===== src/rtl/gpu_mem_pkg.sv =====
// Shared types and constants for the GPU memory interconnect.
package gpu_mem_pkg;

    typedef enum logic {
        ARB_RR    = 1'b0,
        ARB_FIXED = 1'b1
    } arb_mode_e;

    localparam int MEM_ADDR_W = 32;
    localparam int MEM_DATA_W = 32;

    // One slave-side request as seen by the DRAM port.
    typedef struct packed {
        logic                  we;
        logic [MEM_ADDR_W-1:0] addr;
        logic [MEM_DATA_W-1:0] wdata;
    } mem_req_t;

    // Master ID width; never narrower than one bit.
    function automatic int id_width(input int n);
        return (n > 1) ? $clog2(n) : 1;
    endfunction

endpackage


===== src/rtl/mem_arbiter_rr_if.sv =====
// Bus bundle between the requesting masters, the arbiter and the DRAM port.
interface mem_arbiter_rr_if #(
    parameter int NUM_MASTERS = 4,
    parameter int ADDR_WIDTH  = 32,
    parameter int DATA_WIDTH  = 32
);
    logic [NUM_MASTERS-1:0]                 i_req;
    logic [NUM_MASTERS-1:0]                 i_we;
    logic [NUM_MASTERS-1:0][ADDR_WIDTH-1:0] i_addr;
    logic [NUM_MASTERS-1:0][DATA_WIDTH-1:0] i_wdata;
    logic [NUM_MASTERS-1:0]                 o_gnt;
    logic [NUM_MASTERS-1:0]                 o_rvalid;
    logic [DATA_WIDTH-1:0]                  o_rdata;
    logic                                   o_mem_req;
    logic                                   o_mem_we;
    logic [ADDR_WIDTH-1:0]                  o_mem_addr;
    logic [DATA_WIDTH-1:0]                  o_mem_wdata;
    logic                                   i_mem_ready;
    logic [DATA_WIDTH-1:0]                  i_mem_rdata;

    // Arbiter side.
    modport slave (
        input  i_req, i_we, i_addr, i_wdata, i_mem_ready, i_mem_rdata,
        output o_gnt, o_rvalid, o_rdata, o_mem_req, o_mem_we, o_mem_addr, o_mem_wdata
    );

    // Environment side: masters plus the memory model.
    modport master (
        output i_req, i_we, i_addr, i_wdata, i_mem_ready, i_mem_rdata,
        input  o_gnt, o_rvalid, o_rdata, o_mem_req, o_mem_we, o_mem_addr, o_mem_wdata
    );
endinterface


===== src/rtl/mem_arbiter_rr_rr_arbiter.sv =====
// Grant selection: round-robin with a per-owner grant quota, or fixed priority.
module rr_arbiter
    import gpu_mem_pkg::*;
#(
    parameter int NUM_MASTERS = 4,
    parameter int MAX_GRANTS  = 4,
    parameter int ARB_MODE    = 0,
    localparam int ID_W       = id_width(NUM_MASTERS)
) (
    input  logic                   clk,
    input  logic                   rst_n,
    input  logic [NUM_MASTERS-1:0] req,
    input  logic                   advance,
    output logic [NUM_MASTERS-1:0] gnt,
    output logic [ID_W-1:0]        gnt_id,
    output logic                   gnt_any
);
    localparam int              CNT_W   = $clog2(MAX_GRANTS + 1);
    localparam logic [CNT_W-1:0] CNT_MAX = CNT_W'(MAX_GRANTS);
    localparam logic [ID_W-1:0]  LAST_ID = ID_W'(NUM_MASTERS - 1);
    localparam arb_mode_e        MODE    = arb_mode_e'(ARB_MODE);

    logic [ID_W-1:0]  ptr;
    logic [ID_W-1:0]  start;
    logic [ID_W-1:0]  idx_id;
    logic [CNT_W-1:0] cnt;
    logic             found;
    int               idx;

    // Search origin: the owner keeps priority until its quota is used up.
    always_comb begin
        start = '0;
        if (MODE == ARB_RR) begin
            if (req[ptr] && (cnt < CNT_MAX)) start = ptr;
            else if (ptr == LAST_ID)         start = '0;
            else                             start = ptr + ID_W'(1);
        end
    end

    // Circular scan from the origin; the first requester found wins.
    always_comb begin
        found  = 1'b0;
        gnt_id = '0;
        idx    = 0;
        idx_id = '0;
        for (int i = 0; i < NUM_MASTERS; i++) begin
            idx = int'(start) + i;
            if (idx >= NUM_MASTERS) idx = idx - NUM_MASTERS;
            idx_id = ID_W'(idx);
            if (!found && req[idx_id]) begin
                found  = 1'b1;
                gnt_id = idx_id;
            end
        end
    end

    assign gnt_any = found && advance;
    assign gnt     = gnt_any ? (NUM_MASTERS'(1) << gnt_id) : '0;

    // Owner pointer and saturating consecutive-grant counter.
    always_ff @(posedge clk or negedge rst_n) begin
        if (!rst_n) begin
            ptr <= '0;
            cnt <= '0;
        end else if ((MODE == ARB_RR) && gnt_any) begin
            if (gnt_id == ptr) begin
                if (cnt != CNT_MAX) cnt <= cnt + CNT_W'(1);
            end else begin
                ptr <= gnt_id;
                cnt <= CNT_W'(1);
            end
        end
    end

endmodule


===== src/rtl/mem_arbiter_rr.sv =====
// N-master to one-slave memory arbiter with issue register and read-response routing.
module mem_arbiter_rr
    import gpu_mem_pkg::*;
#(
    parameter int NUM_MASTERS = 4,
    parameter int ADDR_WIDTH  = MEM_ADDR_W,
    parameter int DATA_WIDTH  = MEM_DATA_W,
    parameter int RD_LATENCY  = 2,
    parameter int MAX_GRANTS  = 4,
    parameter int ARB_MODE    = 0
) (
    input  logic             clk,
    input  logic             rst_n,
    mem_arbiter_rr_if.slave  bus
);
    localparam int ID_W = id_width(NUM_MASTERS);

    logic                                 can_load;
    logic                                 accept;
    logic                                 gnt_any;
    logic [NUM_MASTERS-1:0]               gnt;
    logic [ID_W-1:0]                      gnt_id;
    logic [ID_W-1:0]                      issue_id;
    logic [RD_LATENCY-1:0]                pipe_vld;
    logic [RD_LATENCY-1:0][ID_W-1:0]      pipe_id;

    // The issue register refills when empty or when being drained this cycle.
    assign accept   = bus.o_mem_req && bus.i_mem_ready;
    assign can_load = rst_n && (!bus.o_mem_req || bus.i_mem_ready);

    rr_arbiter #(
        .NUM_MASTERS (NUM_MASTERS),
        .MAX_GRANTS  (MAX_GRANTS),
        .ARB_MODE    (ARB_MODE)
    ) u_arb (
        .clk     (clk),
        .rst_n   (rst_n),
        .req     (bus.i_req),
        .advance (can_load),
        .gnt     (gnt),
        .gnt_id  (gnt_id),
        .gnt_any (gnt_any)
    );

    assign bus.o_gnt = gnt;

    // Issue register: captures the granted master's request for the slave.
    always_ff @(posedge clk or negedge rst_n) begin
        if (!rst_n) begin
            bus.o_mem_req   <= 1'b0;
            bus.o_mem_we    <= 1'b0;
            bus.o_mem_addr  <= '0;
            bus.o_mem_wdata <= '0;
            issue_id        <= '0;
        end else if (can_load) begin
            bus.o_mem_req <= gnt_any;
            if (gnt_any) begin
                bus.o_mem_we    <= bus.i_we[gnt_id];
                bus.o_mem_addr  <= bus.i_addr[gnt_id];
                bus.o_mem_wdata <= bus.i_wdata[gnt_id];
                issue_id        <= gnt_id;
            end
        end
    end

    // Response tag pipeline: shifts every cycle, reads carry a valid tag.
    always_ff @(posedge clk or negedge rst_n) begin
        if (!rst_n) begin
            pipe_vld <= '0;
            pipe_id  <= '0;
        end else begin
            pipe_vld[0] <= accept && !bus.o_mem_we;
            pipe_id[0]  <= issue_id;
            for (int i = 1; i < RD_LATENCY; i++) begin
                pipe_vld[i] <= pipe_vld[i-1];
                pipe_id[i]  <= pipe_id[i-1];
            end
        end
    end

    // Response register: route slave read data to the issuing master for one cycle.
    always_ff @(posedge clk or negedge rst_n) begin
        if (!rst_n) begin
            bus.o_rvalid <= '0;
            bus.o_rdata  <= '0;
        end else begin
            bus.o_rvalid <= pipe_vld[RD_LATENCY-1] ? (NUM_MASTERS'(1) << pipe_id[RD_LATENCY-1]) : '0;
            if (pipe_vld[RD_LATENCY-1]) bus.o_rdata <= bus.i_mem_rdata;
        end
    end

    // Grant and response strobes address at most one master.
    a_gnt_onehot: assert property (@(posedge clk) disable iff (!rst_n) $onehot0(bus.o_gnt));
    a_rvalid_onehot: assert property (@(posedge clk) disable iff (!rst_n) $onehot0(bus.o_rvalid));

    // A pending request is held until it is granted.
    for (genvar m = 0; m < NUM_MASTERS; m++) begin : g_req_hold
        a_req_hold: assert property (@(posedge clk) disable iff (!rst_n)
            (bus.i_req[m] && !bus.o_gnt[m]) |=> bus.i_req[m]);
    end

endmodule


===== src/flat_wrapper.sv =====
// flat-port wrapper written by rule: the top's interface ports become plain ports
module mem_arbiter_rr_flat import gpu_mem_pkg::*;
#(
    parameter int NUM_MASTERS = 4,
    parameter int ADDR_WIDTH  = MEM_ADDR_W,
    parameter int DATA_WIDTH  = MEM_DATA_W,
    parameter int RD_LATENCY  = 2,
    parameter int MAX_GRANTS  = 4,
    parameter int ARB_MODE    = 0
)
  (clk, rst_n, bus_i_req, bus_i_we, bus_i_addr, bus_i_wdata, bus_i_mem_ready, bus_i_mem_rdata, bus_o_gnt, bus_o_rvalid, bus_o_rdata, bus_o_mem_req, bus_o_mem_we, bus_o_mem_addr, bus_o_mem_wdata);
  mem_arbiter_rr_if #(.NUM_MASTERS(NUM_MASTERS), .ADDR_WIDTH(ADDR_WIDTH), .DATA_WIDTH(DATA_WIDTH)) bus_i ();
  input  logic clk;
  input  logic rst_n;
  input wire logic [$bits(bus_i.i_req)-1:0] bus_i_req;
  input wire logic [$bits(bus_i.i_we)-1:0] bus_i_we;
  input wire logic [$bits(bus_i.i_addr)-1:0] bus_i_addr;
  input wire logic [$bits(bus_i.i_wdata)-1:0] bus_i_wdata;
  input wire logic [$bits(bus_i.i_mem_ready)-1:0] bus_i_mem_ready;
  input wire logic [$bits(bus_i.i_mem_rdata)-1:0] bus_i_mem_rdata;
  output wire logic [$bits(bus_i.o_gnt)-1:0] bus_o_gnt;
  output wire logic [$bits(bus_i.o_rvalid)-1:0] bus_o_rvalid;
  output wire logic [$bits(bus_i.o_rdata)-1:0] bus_o_rdata;
  output wire logic [$bits(bus_i.o_mem_req)-1:0] bus_o_mem_req;
  output wire logic [$bits(bus_i.o_mem_we)-1:0] bus_o_mem_we;
  output wire logic [$bits(bus_i.o_mem_addr)-1:0] bus_o_mem_addr;
  output wire logic [$bits(bus_i.o_mem_wdata)-1:0] bus_o_mem_wdata;
  assign bus_i.i_req = bus_i_req;
  assign bus_i.i_we = bus_i_we;
  assign bus_i.i_addr = bus_i_addr;
  assign bus_i.i_wdata = bus_i_wdata;
  assign bus_i.i_mem_ready = bus_i_mem_ready;
  assign bus_i.i_mem_rdata = bus_i_mem_rdata;
  assign bus_o_gnt = bus_i.o_gnt;
  assign bus_o_rvalid = bus_i.o_rvalid;
  assign bus_o_rdata = bus_i.o_rdata;
  assign bus_o_mem_req = bus_i.o_mem_req;
  assign bus_o_mem_we = bus_i.o_mem_we;
  assign bus_o_mem_addr = bus_i.o_mem_addr;
  assign bus_o_mem_wdata = bus_i.o_mem_wdata;
  mem_arbiter_rr #(.NUM_MASTERS(NUM_MASTERS), .ADDR_WIDTH(ADDR_WIDTH), .DATA_WIDTH(DATA_WIDTH), .RD_LATENCY(RD_LATENCY), .MAX_GRANTS(MAX_GRANTS), .ARB_MODE(ARB_MODE)) u_core (.clk(clk), .rst_n(rst_n), .bus(bus_i));
endmodule

===== config.mk =====
export PLATFORM = sky130hd
export DESIGN_NAME = mem_arbiter_rr_flat
export DESIGN_NICKNAME = d
export VERILOG_FILES = /design/src/rtl/gpu_mem_pkg.sv /design/src/rtl/mem_arbiter_rr_if.sv /design/src/rtl/mem_arbiter_rr_rr_arbiter.sv /design/src/rtl/mem_arbiter_rr.sv /design/src/flat_wrapper.sv
export SDC_FILE = /design/constraint.sdc
export NUM_CORES = 1
export LEC_CHECK = 0
export CAP_MARGIN = 20
export CORE_AREA = 4 4 156 158
export CTS_CLUSTER_DIAMETER = 150
export DETAILED_ROUTE_END_ITERATION = 6
export DIE_AREA = 0 0 160 162
export PLACE_DENSITY_LB_ADDON = 0.05
export SETUP_SLACK_MARGIN = 0.02
export SKIP_LAST_GASP = 1
export SLEW_MARGIN = 20
export SYNTH_ARGS = -nofsm -noshare
export SYNTH_HDL_FRONTEND = slang
export SYNTH_SLANG_ARGS = --single-unit

===== constraint.sdc =====
create_clock -name clk -period 3.95 [get_ports clk]
set_input_delay 1.185 -clock clk [delete_from_list [all_inputs] [get_ports clk]]
set_output_delay 1.185 -clock clk [all_outputs]
set_load 0.005 [all_outputs]

## Yosys cells after proc, flatten, opt, wreduce, memory -nomap -nowiden

Index checks and enable logic that the tools add are counted.

| cells by class | value |
|---|---|
| div/mod/pow operators | 0 |
| multiply operators | 0 |
| add/subtract/negate cells | 9 |
| eq/ne operators | 4 |
| shifts and indexed selects | 2 |
| reduce and logical (&&, ||, !) cells | 17 |
| bitwise logic cells | 1 |
| muxes and demuxes | 34 |
| order comparisons | 11 |

Operators with widths:

| cell | number |
|---|---|
| binary-select mux 32 bit (select 2 bit) | 2 |
| two-way mux 32 bit | 2 |
| two-way mux 2 bit | 10 |
| < comparator 2 x 3 -> 1 bit (second input constant) | 6 |
| binary-select mux 1 bit (select 2 bit) | 6 |
| two-way mux 1 bit | 10 |
| greater-or-equal comparator 3 bit (second input constant) | 3 |
| logical AND 1 bit | 8 |
| two-way mux 4 bit | 2 |
| left shift 1 x 2 -> 4 bit (first input constant) | 2 |
| subtractor 2 x 1 -> 2 bit (second input constant) | 4 |
| adder 2 x 2 -> 3 bit (second input constant) | 2 |
| two-way mux 3 bit | 2 |
| AND reduction 2 bit | 3 |
| logical NOT 1 bit | 5 |
| adder 2 x 1 -> 3 bit (second input constant) | 1 |
| adder 3 x 1 -> 3 bit (second input constant) | 1 |
| greater-or-equal comparator 2 x 3 -> 1 bit (second input constant) | 1 |
| < comparator 3 bit (second input constant) | 1 |
| != test 3 bit (second input constant) | 1 |
| adder 2 x 1 -> 2 bit (second input constant) | 1 |
| == test 2 bit | 1 |
| == test 2 bit (second input constant) | 1 |
| != test 2 x 1 -> 1 bit (second input constant) | 1 |
| other kinds (2) | 2 |

| word-level totals | value |
|---|---|
| output and inout bits | 106 |
| input port bits | 299 |
| memory bits (writable) | 0 |
| logic and storage cells | 90 |
| memories | 0 |
| latch bits | 0 |
| memory bits (read-only) | 0 |
| bits in registers | 115 |

## Logic depth before layout (Yosys ltp)

| depth | value |
|---|---|
| word-level depth | 21 |
| gate-level depth with buffers | 11 |
| gate-level depth less buffers | 7 |

## Modules after synthesis

From an unflattened synthesis, not the netlist that was laid out.

| second synthesis, totals | value |
|---|---|
| cell total of the unflattened synthesis | 387 |
| area total of the unflattened synthesis | 6,150.9 um^2 |

By module, submodules not included:

| module | seq. area each (um^2) | times used | area an instance (um^2) | cells each |
|---|---|---|---|---|
| mem_arbiter_rr | 2,752.6 | 1 | 5,545.3 | 310 |
| rr_arbiter | 125.1 | 1 | 605.6 | 77 |

## Least setup slack after synthesis

No wires, ideal clock.

| timing | value |
|---|---|
| kind | input to output |
| from | in bus_i_req[2] |
| to | out bus_o_gnt[2] |
| required time | 2.765 ns |
| buffers on the path | 3 |
| stages | 10 |
| arrival time | 2.880 ns |
| path slack | -0.115 ns |
| cells stage by stage | buf_2 > mux2i_2 > o22ai_2 > mux2i_2 > a21oi_1 > o21ai_1 > or2_1 > buf_2 > clkbuf_1 > nor2_1 |

| on the way | value |
|---|---|
| cells in the longest elaborated chain, start to end | 20 |
| elaborated cells on any way between the ends | 44 |
| classes of those cells | 7 x add/sub; 4 x order compare; 1 x shift; 24 x mux; 8 x reduce/logical |

RTL lines:

| item | RTL line | text |
|---|---|---|
| start: declaration | flat_wrapper.sv:15 | `input wire logic [$bits(bus_i.i_req)-1:0] bus_i_req;` |
| parallel branches: the longest is 19 deep, another holds adder 2 x 1 -> 3 bit | -- |  |
| two-way mux 4 bit * | mem_arbiter_rr_rr_arbiter.sv:58 | `assign gnt = gnt_any ? (NUM_MASTERS'(1) << gnt_id) : '0;` |
| end: declaration | flat_wrapper.sv:21 | `output wire logic [$bits(bus_i.o_gnt)-1:0] bus_o_gnt;` |

Every way passes the cells marked *. The select of a mux whose other input is x is not followed.

## Worst setup path after layout

| timing | value |
|---|---|
| from | in bus_i_req[0] |
| to | out bus_o_gnt[3] |

The elaborated chain is that of the path after synthesis.

==> run summary <==
Measured along the x axis, the die boundary spans 160 um. The top cell types in the final layout, fill and taps aside, are sky130_fd_sc_hd__clkdlybuf4s50_1 (395), sky130_fd_sc_hd__mux2i_1 (131), sky130_fd_sc_hd__dfrtp_1 (113). The area overhead of the layout relative to synthesis is 78.7%, and the final number of hold-violating endpoints is 0. The H-tree was split into 4 levels. The initial core utilization is 27.8%, and the number of antenna violations at the first check in global routing is 1. Worst-case clock skew: 0.0107 ns. The worst slack at placement was -0.822 ns; the final number of setup-violating endpoints was 1. The quantity of I/O buffers inserted on ports came out at 404.

After synthesis the netlist holds a flip-flop and latch count of 115. For the pin with the worst max-slew slack, the measured transition is 0.867 ns. The met3 global-route usage was 5.63%; the aggregate routed wire length was 25.2 mm. The run gives 20.1% as the met1 usage in global routing.

The min-delay analysis places its worst path in the category reg -> reg. In this run, synthesis inferred 0 flip-flops with an integrated enable. Dividing total power by cell area gives a power density of 696 nW/um^2. The clock-pin transition on the worst setup and hold timing paths was 0.06 ns; the count of hold buffers inserted by post-cts repair was 0.

The flow ran to the end, but the final reports show violations. For this run, global-route usage on met2 was measured as 35.1%. The net count reported at finish was 1266; the via density per instance was 4.77. Cells fill 49.7% of the core in the end. Summing every instance area after synthesis gives 6440 sq um. First-pass GRT wire length: 38.0 mm.

The tools report the latest clock arrival within the worst-skew pair as 0.42 ns. The relative slew slack came out at 42.2%. Clock tree synthesis found a total of 115 sinks. After floorplanning, the core was divided into 56 placement rows. The library cell appearing most often on the critical path is sky130_fd_sc_hd__buf_6. In the final routed layout, each cell accounts on average for 19.9 um. Clock tree synthesis inserted a total of 17 buffers.

The final critical path takes up 100% of the cycle. TritonCTS built the clock tree. Proportion of layout cells with a drive suffix above 1: 17.5%. Traced cell by cell, the critical path runs through buf_6, mux2i_4, o22ai_4, buf_6, mux2_4, a21oi_2, o21ai_2, or2_4, nor2_2, buf_2. The logs give 0.00801 W for the sum of internal, switching and leakage power and 528 for the instance count of the mapped netlist. For the final count of pins violating max slew, the log shows 0. The synthesized area divided by synthesized cell count is 12.2 sq um, and the critical path's largest stage delay is 0.30 ns. The overall global routing resource usage is 18.8%, and the post-synthesis cell type count is 48. The final critical-path required period was 3.95 ns; the final non-filler cell total was 1268. The tools report the number of DRC markers in iteration 0 as 215. Once detail routing completed, the nets flagged for antenna violations numbered 0.

The tree is rooted in a sky130_fd_sc_hd__clkbuf_16. The clock passes through at most 2 buffers. The global route total overflow was 0. STA classifies the critical path startpoint as an input port.

In the routed design, unresolved DRC markers number 0. The detailed router placed 6047 vias in this run. sky130_fd_sc_hd__dfrtp_1 takes more of the synthesized area than any other cell.

The portion of synthesized cell area occupied by the leading cell type was 44.7%. The checks that failed: negative setup slack. Derived from the worst setup path, the maximum achievable clock frequency is 0.253 GHz. Setup repair after global routing could not meet its margin everywhere. The worst setup path is captured at an output pin.

STA puts the critical path data required time at 2.76 ns. Of the synthesized area, sequential elements account for 44.7%. The estimated wirelength of the detail-placed design was 19.7 mm. After synthesis, the cell types taking the most area are sky130_fd_sc_hd__dfrtp_1 (45%), sky130_fd_sc_hd__mux2i_1 (20%), sky130_fd_sc_hd__o221ai_1 (6.1%).

405 I/O pins were placed. The logs give 0.852 for the final weighted congestion in routability-driven placement and 23100 sq um for the placeable core area. The max-cap violation count was 0; the peak fanout along the critical path was 4. Entering global routing, the biggest net connects 72 pins.

IR analysis of the VDD net gives a maximum drop of 0.000313 V. The area of the die was 25900 sq um. The most common cell after layout, fill and taps aside was sky130_fd_sc_hd__clkdlybuf4s50_1. The setup slack after layout was -0.00273 ns; the total iterations of the first detailed-routing run was 4. The synthesized netlist net count came out at 830. On the critical path, the stage with the largest delay is an instance of sky130_fd_sc_hd__mux2_4.

The primary flip-flop cell chosen by synthesis mapping was sky130_fd_sc_hd__dfrtp_1. The run gives 0 as the number of warning messages in the yosys log. met2 is the most crowded layer.

For this run, asynchronously set or reset flops after synthesis account for 100%. The number of instances in the placed design was 1227. The worst setup path category is in -> out. The leakage power is 4.87 nW, and the via count of the first global-routing pass is 6623.

Data arrives at the worst endpoint at 2.77 ns. In this run the vertical extent of the chip is 162 um.
## through the flow
step / instance area [sq um] / setup TNS (ns) / hold slack [ns]
floorplan: 6480 / 0 / 0.331
global placement: 10900 / -4.10 / 0.335
detailed placement: 10900 / -7.27 / 0.335
CTS: 11500 / -0.000251 / 0.358
global route: 11500 / -0.220 / 0.366
finish: 11500 / -0.00273 / 0.356
## cell usage after synthesis (2+ instances only)
master                     instances
sky130_fd_sc_hd__nand2_1          80
sky130_fd_sc_hd__dfrtp_1         115
sky130_fd_sc_hd__ha_1              3
sky130_fd_sc_hd__mux2_2           32
sky130_fd_sc_hd__o221ai_1         45
sky130_fd_sc_hd__nor2_1           11
sky130_fd_sc_hd__a21oi_1           5
sky130_fd_sc_hd__mux2i_2           2
sky130_fd_sc_hd__o21ai_0           4
sky130_fd_sc_hd__bufbuf_8          4
sky130_fd_sc_hd__buf_12           10
sky130_fd_sc_hd__inv_1             6
sky130_fd_sc_hd__nand3_1           2
sky130_fd_sc_hd__o221ai_2         20
sky130_fd_sc_hd__clkbuf_1         15
sky130_fd_sc_hd__nor3b_1           2
sky130_fd_sc_hd__o21ai_1           2
sky130_fd_sc_hd__buf_2            10
sky130_fd_sc_hd__mux2i_1         131
## worst paths after layout
path / start / end / slack (ns) / cells after the start
min: u_core.pipe_vld[0] / u_core.pipe_vld[1] / 0.36 / 0
max in group asynchronous: rst_n / u_core.pipe_vld[1] / 1.65 / 3
max reg2reg: u_core.u_arb.ptr[1] / u_core.bus.o_mem_addr[26] / 0.76 / 11
max: bus_i_req[0] / bus_o_gnt[3] / -0.003 / 10
min in group asynchronous: rst_n / u_core.bus.o_mem_addr[8] / 0.94 / 2
min reg2reg: u_core.pipe_vld[0] / u_core.pipe_vld[1] / 0.36 / 0
## registers in the layout, indices dropped and copies added, names as in the netlist
signal	cells
u_core.pipe_vld	2
u_core.bus.o_mem_req	1
u_core.bus.o_rdata	32
u_core.bus.o_mem_addr	32
u_core.bus.o_rvalid	4
u_core.u_arb.cnt	3
u_core.issue_id	2
u_core.bus.o_mem_we	1
u_core.u_arb.ptr	2
u_core.pipe_id	4
u_core.bus.o_mem_wdata	32
## metal layers
metal	vias up	part of all wire [%]
li1	2868	-
met5	-	0
met3	34	7.0
met2	261	54
met1	2884	37
met4	0	2.7
## logic make-up after synthesis
logic type,Yosys count,share of synthesized area [%]
mux,167,27.0
flops,115,44.7
simple gates,101,6.38
compound gates,91,14.3
buf+inv,49,6.69
fa+ha+maj,3,0.583
xor+xnor,2,0.389
## timing repair
item	4_1_cts	5_1_grt
setup endpoints to repair	4	4
resized for setup	43	3
pin swaps	9	3
endpoints found under the hold margin	0	0
setup buffers	7	1
## where the power goes
part / switching, W / total, W / internal, W / leakage (nW)
clock: 0.000600 / 0.00142 / 0.000818 / 0.260
sequential: 0.000334 / 0.00206 / 0.00172 / 1.40
combinational: 0.00189 / 0.00453 / 0.00264 / 3.21
total: 0.00283 / 0.00801 / 0.00518 / 4.87
## critical path, delay by kind of cell
kind | cells | cell delay (ns)
multiplexers | 2 | 0.50
AND/OR/NAND/NOR | 2 | 0.38
AO/OA/AOI/OAI | 3 | 0.35
buffers and inverters | 3 | 0.35
## cell type report
type / count / area, sq um
diodes: 1 / 2.50
clock inverters: 14 / 121
clock buffers: 18 / 429
flip-flops and latches: 115 / 2880
inverters: 7 / 26.3
fillers: 2091 / 11600
repair buffers: 459 / 4480
well taps: 290 / 363
multi-input cells: 364 / 3200
Note: power is estimated with default switching activity, not from simulation.
